**src/rtl/uart_rx_fifo_if.sv**
```systemverilog
// Valid/ready receive handshake between uart_rx_fifo (master) and the CPU load path (slave).
interface uart_rx_fifo_if #(
    parameter int DATA_BITS = 8
) ();
    logic [DATA_BITS-1:0] rx_data;
    logic                 rx_valid;
    logic                 rx_ready;

    modport master (output rx_data, output rx_valid, input rx_ready);
    modport slave  (input rx_data, input rx_valid, output rx_ready);
endinterface

```
**src/rtl/uart_rx_fifo.sv**
```systemverilog
// Oversampling UART receiver with configurable framing and a first-word-fall-through FIFO.
// Optional break detection is enabled by defining UART_RX_BREAK_DET_EN.
module uart_rx_fifo #(
    parameter int BAUD_DIV    = 651,
    parameter int OVERSAMPLE  = 16,
    parameter int DATA_BITS   = 8,
    parameter int PARITY_MODE = 0,
    parameter int FIFO_DEPTH  = 4
) (
    input  logic                        clk,
    input  logic                        reset,
    input  logic                        rx,
    uart_rx_fifo_if.master              rx_bus,
    output logic [$clog2(FIFO_DEPTH):0] fifo_count,
    output logic                        frame_err,
    output logic                        parity_err,
`ifdef UART_RX_BREAK_DET_EN
    output logic                        break_det,
`endif
    output logic                        overrun
);
    localparam int TW  = (BAUD_DIV > 1) ? $clog2(BAUD_DIV) : 1;
    localparam int OSW = $clog2(OVERSAMPLE);
    localparam int BCW = $clog2(DATA_BITS);
    localparam int PW  = $clog2(FIFO_DEPTH);
    localparam int CW  = PW + 1;

    typedef enum logic [2:0] {ST_IDLE, ST_START, ST_DATA, ST_PARITY, ST_STOP} state_t;

    state_t               state_q, state_d;
    logic                 sync_q, sync_d;
    logic                 rx_s_q, rx_s_d;
    logic                 rx_prev_q, rx_prev_d;
    logic [TW-1:0]        tick_cnt_q, tick_cnt_d;
    logic [OSW-1:0]       os_cnt_q, os_cnt_d;
    logic [BCW-1:0]       bit_cnt_q, bit_cnt_d;
    logic [DATA_BITS-1:0] shift_q, shift_d;
    logic                 par_bad_q, par_bad_d;
    logic                 frame_err_q, frame_err_d;
    logic                 parity_err_q, parity_err_d;
    logic                 overrun_q, overrun_d;
    logic [PW-1:0]        wr_ptr_q, wr_ptr_d;
    logic [PW-1:0]        rd_ptr_q, rd_ptr_d;
    logic [CW-1:0]        count_q, count_d;
    logic [DATA_BITS-1:0] head_q, head_d;
    logic [DATA_BITS-1:0] mem_q [FIFO_DEPTH];
`ifdef UART_RX_BREAK_DET_EN
    logic                 brk_hold_q, brk_hold_d;
    logic                 line_low_q, line_low_d;
    logic                 break_q, break_d;
`endif

    logic          tick;
    logic          start_ok;
    logic          push;
    logic          pop;
    logic          full;
    logic          wr_en;
    logic [PW-1:0] rd_next;

    always_comb begin
        sync_d       = rx;
        rx_s_d       = sync_q;
        rx_prev_d    = rx_s_q;
        tick         = (tick_cnt_q == TW'(BAUD_DIV - 1));
        tick_cnt_d   = tick ? '0 : tick_cnt_q + 1'b1;
        os_cnt_d     = tick ? os_cnt_q + 1'b1 : os_cnt_q;
        state_d      = state_q;
        bit_cnt_d    = bit_cnt_q;
        shift_d      = shift_q;
        par_bad_d    = par_bad_q;
        frame_err_d  = 1'b0;
        parity_err_d = 1'b0;
        push         = 1'b0;
`ifdef UART_RX_BREAK_DET_EN
        // After a break, new starts are blocked until the line has returned high.
        start_ok     = !brk_hold_q;
        brk_hold_d   = rx_s_q ? 1'b0 : brk_hold_q;
        line_low_d   = line_low_q;
        break_d      = 1'b0;
`else
        start_ok     = 1'b1;
`endif

        case (state_q)
            ST_IDLE: begin
                if (start_ok && rx_prev_q && !rx_s_q) begin
                    state_d    = ST_START;
                    tick_cnt_d = '0;
                    os_cnt_d   = '0;
                end
            end
            ST_START: begin
                if (tick && os_cnt_q == OSW'(OVERSAMPLE / 2 - 1)) begin
                    os_cnt_d  = '0;
                    bit_cnt_d = '0;
                    par_bad_d = 1'b0;
                    state_d   = rx_s_q ? ST_IDLE : ST_DATA;
`ifdef UART_RX_BREAK_DET_EN
                    line_low_d = 1'b1;
`endif
                end
            end
            ST_DATA: begin
                if (tick && os_cnt_q == OSW'(OVERSAMPLE - 1)) begin
                    os_cnt_d = '0;
                    shift_d  = {rx_s_q, shift_q[DATA_BITS-1:1]};
`ifdef UART_RX_BREAK_DET_EN
                    if (rx_s_q) line_low_d = 1'b0;
`endif
                    if (bit_cnt_q == BCW'(DATA_BITS - 1))
                        state_d = (PARITY_MODE != 0) ? ST_PARITY : ST_STOP;
                    else
                        bit_cnt_d = bit_cnt_q + 1'b1;
                end
            end
            ST_PARITY: begin
                if (tick && os_cnt_q == OSW'(OVERSAMPLE - 1)) begin
                    os_cnt_d  = '0;
                    // Even parity wants XOR(data, p) = 0, odd wants 1.
                    par_bad_d = (^shift_q) ^ rx_s_q ^ (PARITY_MODE == 2);
                    state_d   = ST_STOP;
`ifdef UART_RX_BREAK_DET_EN
                    if (rx_s_q) line_low_d = 1'b0;
`endif
                end
            end
            ST_STOP: begin
                if (tick && os_cnt_q == OSW'(OVERSAMPLE - 1)) begin
                    os_cnt_d = '0;
                    state_d  = ST_IDLE;
                    if (!rx_s_q) begin
`ifdef UART_RX_BREAK_DET_EN
                        if (line_low_q) begin
                            break_d    = 1'b1;
                            brk_hold_d = 1'b1;
                        end else begin
                            frame_err_d = 1'b1;
                        end
`else
                        frame_err_d = 1'b1;
`endif
                    end else if (par_bad_q) begin
                        parity_err_d = 1'b1;
                    end else begin
                        push = 1'b1;
                    end
                end
            end
            default: state_d = ST_IDLE;
        endcase

        // A full FIFO still accepts a push when the head leaves in the same cycle.
        pop       = (count_q != '0) && rx_bus.rx_ready;
        full      = (count_q == CW'(FIFO_DEPTH));
        wr_en     = push && (!full || pop);
        overrun_d = push && full && !pop;
        count_d   = count_q + CW'(wr_en) - CW'(pop);
        wr_ptr_d  = wr_en ? wr_ptr_q + 1'b1 : wr_ptr_q;
        rd_next   = rd_ptr_q + 1'b1;
        rd_ptr_d  = pop ? rd_next : rd_ptr_q;
        head_d    = head_q;
        if (pop && count_q > CW'(1))
            head_d = mem_q[rd_next];
        else if (wr_en && (count_q == '0 || (pop && count_q == CW'(1))))
            head_d = shift_q;
    end

    always_ff @(posedge clk or negedge reset) begin
        if (!reset) begin
            state_q      <= ST_IDLE;
            sync_q       <= 1'b1;
            rx_s_q       <= 1'b1;
            rx_prev_q    <= 1'b1;
            tick_cnt_q   <= '0;
            os_cnt_q     <= '0;
            bit_cnt_q    <= '0;
            shift_q      <= '0;
            par_bad_q    <= 1'b0;
            frame_err_q  <= 1'b0;
            parity_err_q <= 1'b0;
            overrun_q    <= 1'b0;
            wr_ptr_q     <= '0;
            rd_ptr_q     <= '0;
            count_q      <= '0;
            head_q       <= '0;
`ifdef UART_RX_BREAK_DET_EN
            brk_hold_q   <= 1'b0;
            line_low_q   <= 1'b0;
            break_q      <= 1'b0;
`endif
        end else begin
            state_q      <= state_d;
            sync_q       <= sync_d;
            rx_s_q       <= rx_s_d;
            rx_prev_q    <= rx_prev_d;
            tick_cnt_q   <= tick_cnt_d;
            os_cnt_q     <= os_cnt_d;
            bit_cnt_q    <= bit_cnt_d;
            shift_q      <= shift_d;
            par_bad_q    <= par_bad_d;
            frame_err_q  <= frame_err_d;
            parity_err_q <= parity_err_d;
            overrun_q    <= overrun_d;
            wr_ptr_q     <= wr_ptr_d;
            rd_ptr_q     <= rd_ptr_d;
            count_q      <= count_d;
            head_q       <= head_d;
`ifdef UART_RX_BREAK_DET_EN
            brk_hold_q   <= brk_hold_d;
            line_low_q   <= line_low_d;
            break_q      <= break_d;
`endif
        end
    end

    always_ff @(posedge clk) begin
        if (wr_en) mem_q[wr_ptr_q] <= shift_q;
    end

    assign rx_bus.rx_data  = head_q;
    assign rx_bus.rx_valid = (count_q != '0);
    assign fifo_count      = count_q;
    assign frame_err       = frame_err_q;
    assign parity_err      = parity_err_q;
    assign overrun         = overrun_q;
`ifdef UART_RX_BREAK_DET_EN
    assign break_det       = break_q;
`endif
endmodule

```
**src/flat_wrapper.sv**
```systemverilog
// flat-port wrapper written by rule: the top's interface ports become plain ports
module uart_rx_fifo_flat 
#(
    parameter int BAUD_DIV    = 651,
    parameter int OVERSAMPLE  = 16,
    parameter int DATA_BITS   = 8,
    parameter int PARITY_MODE = 0,
    parameter int FIFO_DEPTH  = 4
)
  (clk, reset, rx, fifo_count, frame_err, parity_err, overrun, rx_bus_rx_data, rx_bus_rx_valid, rx_bus_rx_ready);
  uart_rx_fifo_if #(.DATA_BITS(DATA_BITS)) rx_bus_i ();
  input  logic clk;
  input  logic reset;
  input  logic rx;
  output logic [$clog2(FIFO_DEPTH):0] fifo_count;
  output logic frame_err;
  output logic parity_err;
  output logic overrun;
  output wire logic [$bits(rx_bus_i.rx_data)-1:0] rx_bus_rx_data;
  output wire logic [$bits(rx_bus_i.rx_valid)-1:0] rx_bus_rx_valid;
  input wire logic [$bits(rx_bus_i.rx_ready)-1:0] rx_bus_rx_ready;
  assign rx_bus_rx_data = rx_bus_i.rx_data;
  assign rx_bus_rx_valid = rx_bus_i.rx_valid;
  assign rx_bus_i.rx_ready = rx_bus_rx_ready;
  uart_rx_fifo #(.BAUD_DIV(BAUD_DIV), .OVERSAMPLE(OVERSAMPLE), .DATA_BITS(DATA_BITS), .PARITY_MODE(PARITY_MODE), .FIFO_DEPTH(FIFO_DEPTH)) u_core (.clk(clk), .reset(reset), .rx(rx), .rx_bus(rx_bus_i), .fifo_count(fifo_count), .frame_err(frame_err), .parity_err(parity_err), .overrun(overrun));
endmodule
```
**config.mk**
```make
export PLATFORM = sky130hd
export DESIGN_NAME = uart_rx_fifo_flat
export DESIGN_NICKNAME = d
export VERILOG_FILES = /design/src/rtl/uart_rx_fifo_if.sv /design/src/rtl/uart_rx_fifo.sv /design/src/flat_wrapper.sv
export SDC_FILE = /design/constraint.sdc
export NUM_CORES = 1
export LEC_CHECK = 0
export BUFFER_PORTS_ARGS = -buffer_cell sky130_fd_sc_hd__buf_2
export CAP_MARGIN = 40
export CELL_PAD_IN_SITES_DETAIL_PLACEMENT = 1
export CELL_PAD_IN_SITES_GLOBAL_PLACEMENT = 1
export CORE_ASPECT_RATIO = 2
export CORE_MARGIN = 2
export CORE_UTILIZATION = 54
export CTS_BUF_LIST = sky130_fd_sc_hd__clkbuf_16
export CTS_CLUSTER_SIZE = 25
export DETAILED_ROUTE_END_ITERATION = 8
export PLACE_DENSITY = 0.8
export SLEW_MARGIN = 15
export SYNTH_ARGS = -nofsm -noshare
export SYNTH_HDL_FRONTEND = slang
export SYNTH_SLANG_ARGS = --single-unit
```
**constraint.sdc**
```tcl
create_clock -name clk -period 7.81 [get_ports clk]
set_clock_uncertainty 0.2 [all_clocks]
set_input_delay 0 -clock clk [delete_from_list [all_inputs] [get_ports clk]]
set_output_delay 0 -clock clk [all_outputs]
set_load 0.01 [all_outputs]
```
## After elaboration in Yosys (flattened, before gate mapping)

Memories as Yosys holds them, arrays and structs flattened.
Index checks and enable logic that the tools add are counted.

- Equality and inequality tests: 17
- Add/sub/neg operators: 7
- Order comparisons: 1
- Multiplexer cells: 38
- Reductions and logical operators: 27
- Bitwise logic cells: 1

Operators by type and width:

| kind | count |
|---|---|
| 10-bit two-way mux | 3 |
| 3-bit two-way mux | 9 |
| 4-bit two-way mux | 4 |
| 8-bit two-way mux | 2 |
| 1-bit two-way mux | 15 |
| 3-bit case mux with 5 select lines | 1 |
| 2-bit by 1-bit != test with 1-bit output (second input constant) | 6 |
| 4-bit case mux with 3 select lines | 1 |
| 10-bit by 1-bit adder with 10-bit output (second input constant) | 1 |
| 10-bit equality test (second input constant) | 1 |
| 1-bit logical AND | 10 |
| 3-bit equality test (second input constant) | 3 |
| 8-bit parity | 1 |
| 3-bit by 1-bit equality test with 1-bit output (second input constant) | 2 |
| 3-bit by 2-bit equality test with 1-bit output (second input constant) | 2 |
| 3-bit zero test | 2 |
| 3-bit case mux with 2 select lines | 1 |
| 6-bit AND reduction | 1 |
| 2-bit nonzero test | 3 |
| 2-bit by 1-bit adder with 2-bit output (second input constant) | 2 |
| 4-bit by 1-bit adder with 4-bit output (second input constant) | 1 |
| 4-bit by 3-bit equality test with 1-bit output (second input constant) | 1 |
| 4-bit equality test (second input constant) | 1 |
| 4-bit AND reduction | 1 |
| 14 further kinds | 17 |

- Bits of input ports: 4
- Word-level logic and storage cells: 108
- Register bits: 50
- Memory bits (writable): 32
- Memories kept: 1

Memories:

| memory | depth | width | rd ports | clocked after Yosys merged registers in | write ports | RTL line | RTL |
|---|---|---|---|---|---|---|---|
| u_core.mem_q | 4 | 8 | 1 | 0 | 1 | uart_rx_fifo.sv:46 | `logic [DATA_BITS-1:0] mem_q [FIFO_DEPTH];` |

## Logic depth before layout (Yosys ltp)

Gate-level depths: netlist of the first run.

- Depth in word-level cells: 8
- Depth in mapped cells: 10
- Mapped depth without buffers: 9

## Worst setup path after synthesis of the first run

No wires, ideal clock.

- Path type: register to register
- Start point: reg u_core.state_q[1]
- End point: reg u_core.count_q[2], in the netlist u_core.fifo_count[2]
- Stages on the path, launching flop included: 11
- Period minus slack after synthesis: 2,872 ps
- Path buffers: 3
- Slack: 4,938 ps
- Setup time: 122 ps
- Data required time: 7,488 ps
- Data arrival time: 2,551 ps
- Path through: dfrtp_1 -> buf_6 -> or3b_1 -> buf_2 -> or4b_4 -> buf_6 -> nor3_4 -> ha_1 -> inv_1 -> fa_1 -> xor2_1

- Longest elaborated chain between the ends: 5

RTL lines:

| item | RTL line | RTL |
|---|---|---|
| start: declaration | uart_rx_fifo.sv:30 | `state_t state_q, state_d;` |
| start signal: assignment | uart_rx_fifo.sv:193 | `state_q <= state_d;` |
| 3-bit equality test | uart_rx_fifo.sv:85 | `case (state_q)` |
| 1-bit two-way mux | uart_rx_fifo.sv:85 |  |
| 1-bit logical AND | uart_rx_fifo.sv:156 | `wr_en = push && (!full \|\| pop);` |
| via u_core.wr_en | uart_rx_fifo.sv:58 | `logic wr_en;` |
| 3-bit by 1-bit adder with 3-bit output | uart_rx_fifo.sv:158 | `count_d = count_q + CW'(wr_en) - CW'(pop);` |
| 3-bit by 1-bit subtractor with 3-bit output | uart_rx_fifo.sv:158 |  |
| via u_core.count_d[2] | uart_rx_fifo.sv:44 | `logic [CW-1:0] count_q, count_d;` |
| end signal: assignment | uart_rx_fifo.sv:207 | `count_q <= count_d;` |
| end: declaration | uart_rx_fifo.sv:44 |  |

The timed path passes the listed nets, and every way through them passes these cells.
A chain may end at the register's enable or synchronous reset.

## Worst setup path in the final report of the first run

- Start point: reg u_core.tick_cnt_q[0]
- End point: reg u_core.count_q[2], in the netlist u_core.fifo_count[2]

- Longest elaborated chain between the ends: 7

RTL lines:

| item | RTL line | RTL |
|---|---|---|
| start: declaration | uart_rx_fifo.sv:34 | `logic [TW-1:0] tick_cnt_q, tick_cnt_d;` |
| start signal: assignment | uart_rx_fifo.sv:197 | `tick_cnt_q <= tick_cnt_d;` |
| 10-bit equality test | uart_rx_fifo.sv:65 | `tick = (tick_cnt_q == TW'(BAUD_DIV - 1));` |
| 1-bit logical AND | uart_rx_fifo.sv:129 | `if (tick && os_cnt_q == OSW'(OVERSAMPLE - 1)) begin` |
| 1-bit two-way mux | uart_rx_fifo.sv:129 |  |
| 1-bit two-way mux | uart_rx_fifo.sv:85 |  |
| 1-bit logical AND | uart_rx_fifo.sv:156 |  |
| via u_core.wr_en | uart_rx_fifo.sv:58 |  |
| 3-bit by 1-bit adder with 3-bit output | uart_rx_fifo.sv:158 |  |
| 3-bit by 1-bit subtractor with 3-bit output | uart_rx_fifo.sv:158 |  |
| via u_core.count_d[2] | uart_rx_fifo.sv:44 |  |

The timed path passes the listed nets, and every way through them passes these cells.

==> results of run 1 <==
cell families after synthesis:
logic type,count (synthesis)
muxes,22
xor gates and xnor gates,23
AOI/OAI and AO/OA,32
and+or+nand+nor,95
buffers and inverters,25
adders and majority gates,14
DFF,82
timing repair:
| item | in CTS | in global routing |
|---|---|---|
| hold endpoints to repair | 52 | 0 |
| setup buffers | 0 | 0 |
| hold buffers | 3 | 0 |
metrics by stage:
step           instance area, um2  total power (W)
6_report                     4250          0.00127
5_1_grt                      4250          0.00134
4_1_cts                      4240          0.00128
3_5_place_dp                 3950         0.000902
3_3_place_gp                 3950         0.000877
2_1_floorplan                3810         0.000796
power groups by stage:
| stage | Combinational, W | Clock, W | Sequential (W) |
|---|---|---|---|
| after global placement | 0.000290 | 0 | 0.000587 |
| final | 0.000307 | 0.000373 | 0.000586 |
| after detailed placement | 0.000308 | 0 | 0.000594 |
| after CTS | 0.000313 | 0.000382 | 0.000586 |
| after global routing | 0.000345 | 0.000400 | 0.000597 |
| after floorplan | 0.000236 | 0 | 0.000559 |
area by class of cell:
| type | instances | area share [%] |
|---|---|---|
| well taps | 90 | 2.65 |
| multi-input cells | 186 | 34.8 |
| inverters | 11 | 0.972 |
| clock inverters | 6 | 0.824 |
| flip-flops and latches | 82 | 52.1 |
| repair buffers | 24 | 3.30 |
| clock buffers | 9 | 5.30 |
sequential cells by signal, indices dropped and copies added, names as in the netlist, 2 cells and up:
register	flops
u_core.os_cnt_q	4
u_core.fifo_count	3
u_core.shift_q	8
u_core.tick_cnt_q	10
u_core.wr_ptr_q	2
u_core.rd_ptr_q	2
u_core.mem_q	32
u_core.rx_bus.rx_data	8
u_core.bit_cnt_q	3
u_core.state_q	3
Yosys cell counts (all sizes together) (6+ instances only):
| cell type | n |
|---|---|
| xor2 | 9 |
| o31ai | 9 |
| a31oi | 8 |
| nand4 | 11 |
| nand3 | 7 |
| and2 | 7 |
| mux2 | 11 |
| dfrtp | 47 |
| ha | 13 |
| inv | 11 |
| mux4 | 8 |
| xnor2 | 13 |
| clkbuf | 8 |
| nor3 | 6 |
| edfxtp | 32 |
| buf | 6 |
| nand2 | 13 |
| nor2 | 27 |
per-layer routing:
| metal | wire length [um] | global-route usage (%) | up-vias |
|---|---|---|---|
| met5 | 0 | 0 | - |
| met4 | 259 | 12.4 | 0 |
| met3 | 181 | 4.40 | 20 |
| met2 | 4780 | 46.0 | 55 |
| met1 | 2830 | 23.7 | 1202 |
| li1 | - | - | 1108 |
worst min path at each step:
stage,to,slack (ns),from
6_report,u_core.rx_s_d$_DFF_PN1_,0.10,rx
4_1_cts,u_core.rx_s_d$_DFF_PN1_,0.09,rx
2_1_floorplan,u_core.bit_cnt_q[0]$_DFFE_PN0P_,-0.50,reset
3_3_place_gp,u_core.rx_s_d$_DFF_PN1_,-0.09,rx
3_5_place_dp,u_core.rx_s_d$_DFF_PN1_,-0.09,rx
5_1_grt,u_core.rx_s_d$_DFF_PN1_,0.12,rx
==> results.py, run 1 <==
metrics = {
    "floorplan": {
        "dieWidth_um": 63.4,
        "count_of_boundary_i_o_pins": 19,
        "effective_utilization_at_floorplan_pct": 55.3,
        "die-area_mm2": 0.00778,
        "coreArea_mm2": 0.00689,
        "num_rows": 43,
        "die_h_um": 123,
    },
    "hold_path": {
        "hold-path-cell-count": 2,
        "hp-class": "input port to register",
    },
    "setup_path": {
        "critPathArrivalTime_ns": 3.12,
        "criticalPathCategory": "register to register",
        "crit_path_to": "u_core.fifo_count[2]$_DFF_PN0_",
        "critical-path-top-delay-family": "simple AND/OR/NAND/NOR gates",
        "timing.critical_path.from": "u_core.tick_cnt_q[0]$_DFF_PN0_",
        "r2r_end": "u_core.fifo_count[2]$_DFF_PN0_",
        "cpPeakStageDelay_ns": 0.53,
        "worstSetupPathDepth": 9,
        "worst_r2r_path_depth": 9,
        "start_kind": "register",
        "crit_end_category": "register",
        "rr_startpoint": "u_core.tick_cnt_q[0]$_DFF_PN0_",
        "timing.critical_path.cells": "inv_1 -> ha_1 -> and4bb_2 -> nand3_1 -> nor3_4 -> ha_1 -> inv_1 -> fa_1 -> xor2_1",
        "slowest_stage": "nand3_1",
        "regToRegSetupSlack_ns": 4.71,
        "critical_path_required_ns": 7.83,
        "cp_max_fo": 16,
        "worstPathBufferInverterCount": 2,
    },
    "yosys": {
        "synth_adder_area_share_pct": 4.79,
        "synth_top_cells_by_area": "dfrtp_1, edfxtp_1, mux4_2, ha_1, xnor2_1",
        "ys_seq_elements": 82,
        "synth.distinct_cells": 50,
        "synth_xor_area_share_pct": 5.65,
        "total_standard_cell_area_after_synthesis_mm2": 0.00381,
        "synth_cells": 293,
        "post-synth-top-area-cell": "dfrtp_1",
        "ys.warnings.count": 0,
        "synth_nets": 311,
        "dominant_combinational_cell_family_by_area_after_synthesis": "simple AND/OR/NAND/NOR gates",
        "muxShareOfSynthArea_pct": 8.87,
        "ys_seq_area_share_pct": 58.2,
        "simple_logic_cell_fraction_of_the_synthesized_area_pct": 13.8,
        "ys_async_sr_fraction_pct": 61.0,
        "post_synth.cell_area_avg_um2": 13.0,
        "synth_edf_count": 32,
        "synth_top_flop_cell": "dfrtp_1",
        "yosys.area.top_type_share_pct": 30.9,
        "compound_gate_portion_of_the_synthesized_area_pct": 5.68,
    },
    "sta": {
        "timing.final.ws_setup_ns": 4.71,
        "report.final.setup_viol": 0,
        "fmax_mhz": 323,
        "post-route-min-period_ns": 3.10,
        "setup_total_negative_slack_ns": 0,
        "final_max_slew_viol_count": 0,
        "rsz_0062_raised_after_global_routing": "false",
        "headroom_to_the_max_slew_limit_pct": 51.6,
        "max_slew.worst_pin.slew_ns": 0.724,
        "hold_viol_final": 0,
        "fin_hold_ws_ns": 0.102,
        "crit_share_post_route_pct": 39.7,
    },
    "route": {
        "drt-vias-per-instance": 5.85,
        "per_cell_routed_wire_length_um": 19.7,
        "num_vias": 2385,
        "drt_first_pass_iters": 4,
        "drt_drc_violations_left": 0,
        "detailedRoute.firstIterationViolations": 80,
        "drt_wl_total_um": 8050,
        "ant_nets": 0,
    },
    "clock_tree": {
        "clock_pin_slew_on_the_worst_setup_and_hold_paths_ns": 0.06,
        "clock_buffers_created_by_tritoncts": 9,
        "clock-sinks": 82,
        "cts_root_buf": "clkbuf_16",
        "clock_latency_ns": 0.34,
        "tritoncts": "done",
        "htree_levels": 3,
        "worst_case_clock_buffer_depth": 2,
        "post_cts_resize_count": 0,
    },
    "power": {
        "clock_power_share_pct": 29.4,
        "p_sw_w": 0.000421,
        "pwr-share-seq_pct": 46.3,
        "netSwitchingFraction_pct": 33.2,
        "peakVddDrop_uv": 185,
        "combinationalPowerShare_pct": 24.3,
        "intPower_w": 0.000846,
        "leakage_nw": 1.84,
        "powerDensity_mw_per_mm2": 298,
    },
    "placement": {
        "globalplace.congestion": 0.741,
        "dp.cells": 389,
        "buffer_ports.inserted": 18,
        "preCtsSetupSlack_ns": 4.74,
        "final_hpwl_dp_um": 5850,
    },
    "cells_and_area": {
        "finish.cell_count_without_fillers": 408,
        "multi_input_area_mm2": 0.00148,
        "final_cell_mix": "dfrtp_1, edfxtp_1, nor2_1",
        "syn2layout_area_growth_pct": 11.5,
        "final_net_count": 332,
        "fill_cells": 706,
        "ff_latch_area_mm2": 0.00222,
        "diodes": 0,
        "final_common_cell": "dfrtp_1",
        "final_core_util_pct": 61.7,
        "ratio_of_cells_with_drive_above_1_in_the_final_layout_pct": 19.5,
    },
    "global_routing": {
        "grt-ovfl-total": 0,
        "grt_pass1_vias": 2701,
        "grt_max_degree": 51,
        "grt_antenna_before_repair": 0,
        "global_route_wire_length_before_repair_um": 13700,
        "grt_usage_pct": 23.9,
    },
    "outcome": {
        "status": "finished clean",
    },
    "run": {
        "maxCapViolCount": 0,
    },
}
Note: power is estimated with default switching activity, not from simulation.
==> run 2: changes to the inputs <==
Settings changed: CORE_UTILIZATION 54 to 45, PLACE_DENSITY 0.8 to 0.71.
Clock period 7.81 ns to 2.55 ns, I/O delays scaled along.
==> results.py, run 2 (synthesis results as in run 1) <==
metrics = {
    "cells_and_area": {
        "final_cell_area_mm2": 0.00446,
        "flip_flop_count_of_the_largest_register_after_layout": 32,
        "regMostFlops": "u_core.mem_q",
        "layout_top_registers": "u_core.mem_q x32, u_core.tick_cnt_q x10",
        "final_net_count": 354,
        "final_common_cell": "dfrtp_1",
        "finish.cell_count_without_fillers": 439,
        "final_cell_mix": "dfrtp_1, edfxtp_1, nor2_1",
        "syn2layout_area_growth_pct": 17.0,
        "ratio_of_cells_with_drive_above_1_in_the_final_layout_pct": 27.0,
        "diodes": 0,
    },
    "route": {
        "drt_drc_violations_left": 0,
        "per_cell_routed_wire_length_um": 18.8,
        "num_vias": 2465,
        "detailedRoute.firstIterationViolations": 92,
        "drt_first_pass_iters": 4,
        "drt-vias-per-instance": 5.62,
        "drt_wl_total_um": 8240,
        "ant_nets": 0,
    },
    "placement": {
        "final_hpwl_dp_um": 6080,
        "buffer_ports.inserted": 18,
        "globalplace.congestion": 0.790,
        "preCtsSetupSlack_ns": 0.0523,
        "detailed_place.area_mm2": 0.00411,
        "dp.cells": 416,
    },
    "power": {
        "powerDensity_mw_per_mm2": 901,
        "peakVddDrop_uv": 454,
        "total_power_consumption_w": 0.00401,
        "leakage_nw": 1.96,
    },
    "outcome": {
        "status": "finished clean",
    },
    "global_routing": {
        "grt_usage_pct": 19.3,
        "grt_max_degree": 36,
        "grt_antenna_before_repair": 0,
        "grt_pass1_vias": 2734,
        "grt-ovfl-total": 0,
        "global_route_wire_length_before_repair_um": 13800,
    },
    "clock_tree": {
        "htree_levels": 3,
        "clock_latency_ns": 0.34,
        "cts_root_buf": "clkbuf_16",
        "clock_pin_slew_on_the_worst_setup_and_hold_paths_ns": 0.06,
        "clock_buffers_created_by_tritoncts": 9,
        "worst_case_clock_buffer_depth": 2,
        "clock-sinks": 82,
        "tritoncts": "done",
    },
    "setup_path": {
        "critical_path_required_ns": 2.57,
        "critPathArrivalTime_ns": 2.56,
        "worst_r2r_path_depth": 7,
        "crit_end_category": "register",
        "r2r_end": "u_core.fifo_count[2]$_DFF_PN0_",
        "criticalPathCategory": "register to register",
        "rr_startpoint": "u_core.state_q[1]$_DFFE_PN0P_",
        "regToRegSetupSlack_ns": 0.02,
        "start_kind": "register",
        "cp_max_fo": 2,
    },
    "sta": {
        "crit_share_post_route_pct": 99.3,
        "report.final.setup_viol": 0,
        "rsz_0062_raised_after_global_routing": "true",
        "hold_viol_final": 0,
        "final_max_slew_viol_count": 0,
        "headroom_to_the_max_slew_limit_pct": 60.6,
        "fmax_mhz": 395,
        "max_slew.worst_pin.slew_ns": 0.589,
        "timing.final.ws_setup_ns": 0.0176,
        "post-route-min-period_ns": 2.53,
    },
    "floorplan": {
        "coreArea_mm2": 0.00823,
        "count_of_boundary_i_o_pins": 19,
        "dieWidth_um": 69.1,
        "die-area_mm2": 0.00926,
        "die_h_um": 134,
        "effective_utilization_at_floorplan_pct": 46.3,
        "num_rows": 47,
    },
    "run": {
        "maxCapViolCount": 0,
    },
    "hold_path": {
        "hp-class": "input port to async pin",
    },
}
[run 2: cell count changes in the layout (fill, tap and decap cells not counted), sizes merged]
| cell | delta |
|---|---|
| clkinv | +1 |
| inv | +1 |
| dlygate4sd3 | +1 |
| buf | +22 |
| clkinvlp | -1 |
| clkbuf | -1 |
[run 2: where the power goes]
group / switching, W / internal, W / leakage, nW
clock: 0.000545 / 0.000666 / 0.132
sequential: 0.000187 / 0.00154 / 1.02
combinational: 0.000596 / 0.000486 / 0.808
[run 2: final cells by class]
class,instances,area [um2]
tap,98,123
clock inverter,7,55.1
inverter,11,41.3
sequential,82,2220
multi-input combinational,186,1490
clock buffer,9,225
timing repair buffer,46,310
fill,854,3780
[run 2: worst max-delay path by stage]
stage,from,endpoint,slack (ns),cells past startpoint
2_1_floorplan,u_core.state_q[1]$_DFFE_PN0P_,u_core.fifo_count[2]$_DFF_PN0_,-0.32,10
3_3_place_gp,u_core.state_q[1]$_DFFE_PN0P_,u_core.fifo_count[2]$_DFF_PN0_,0.10,7
3_5_place_dp,u_core.state_q[1]$_DFFE_PN0P_,u_core.fifo_count[2]$_DFF_PN0_,0.05,7
4_1_cts,u_core.state_q[1]$_DFFE_PN0P_,u_core.fifo_count[2]$_DFF_PN0_,0.04,7
5_1_grt,u_core.state_q[1]$_DFFE_PN0P_,u_core.fifo_count[2]$_DFF_PN0_,-0.05,7
6_report,u_core.state_q[1]$_DFFE_PN0P_,u_core.fifo_count[2]$_DFF_PN0_,0.02,7
[run 2: per-stage QoR]
step | TNS, ns | util, % | hold WS (ns)
5_1_grt | -0.0796 | 54.1 | 0.0304
2_1_floorplan | -1.79 | - | -0.496
3_3_place_gp | 0 | 49.9 | -0.273
3_5_place_dp | 0 | 49.9 | -0.261
4_1_cts | 0 | 53.8 | 0.00304
6_report | 0 | 54.1 | 0.00286
[run 2: per-layer routing]
metal / global-route usage, % / routed length (um)
met5: 0 / 0
met4: 8.61 / 169
met3: 2.70 / 121
met2: 39.5 / 5090
met1: 18.0 / 2860
[run 2: worst max-delay path, stage by stage, from the launching register on]
cell and delay (ns):
dfrtp_1 0.37, or3b_1 0.40, or4b_4 0.52, nor3_4 0.16
ha_2 0.20, inv_2 0.04, fa_1 0.36, xor2_1 0.16
[run 2: repair_timing]
action,in CTS,in global routing
buffers inserted,0,3
resized for setup,0,2
endpoints found under the setup margin,0,2
hold buffers,4,0
hold endpoints to repair,54,0
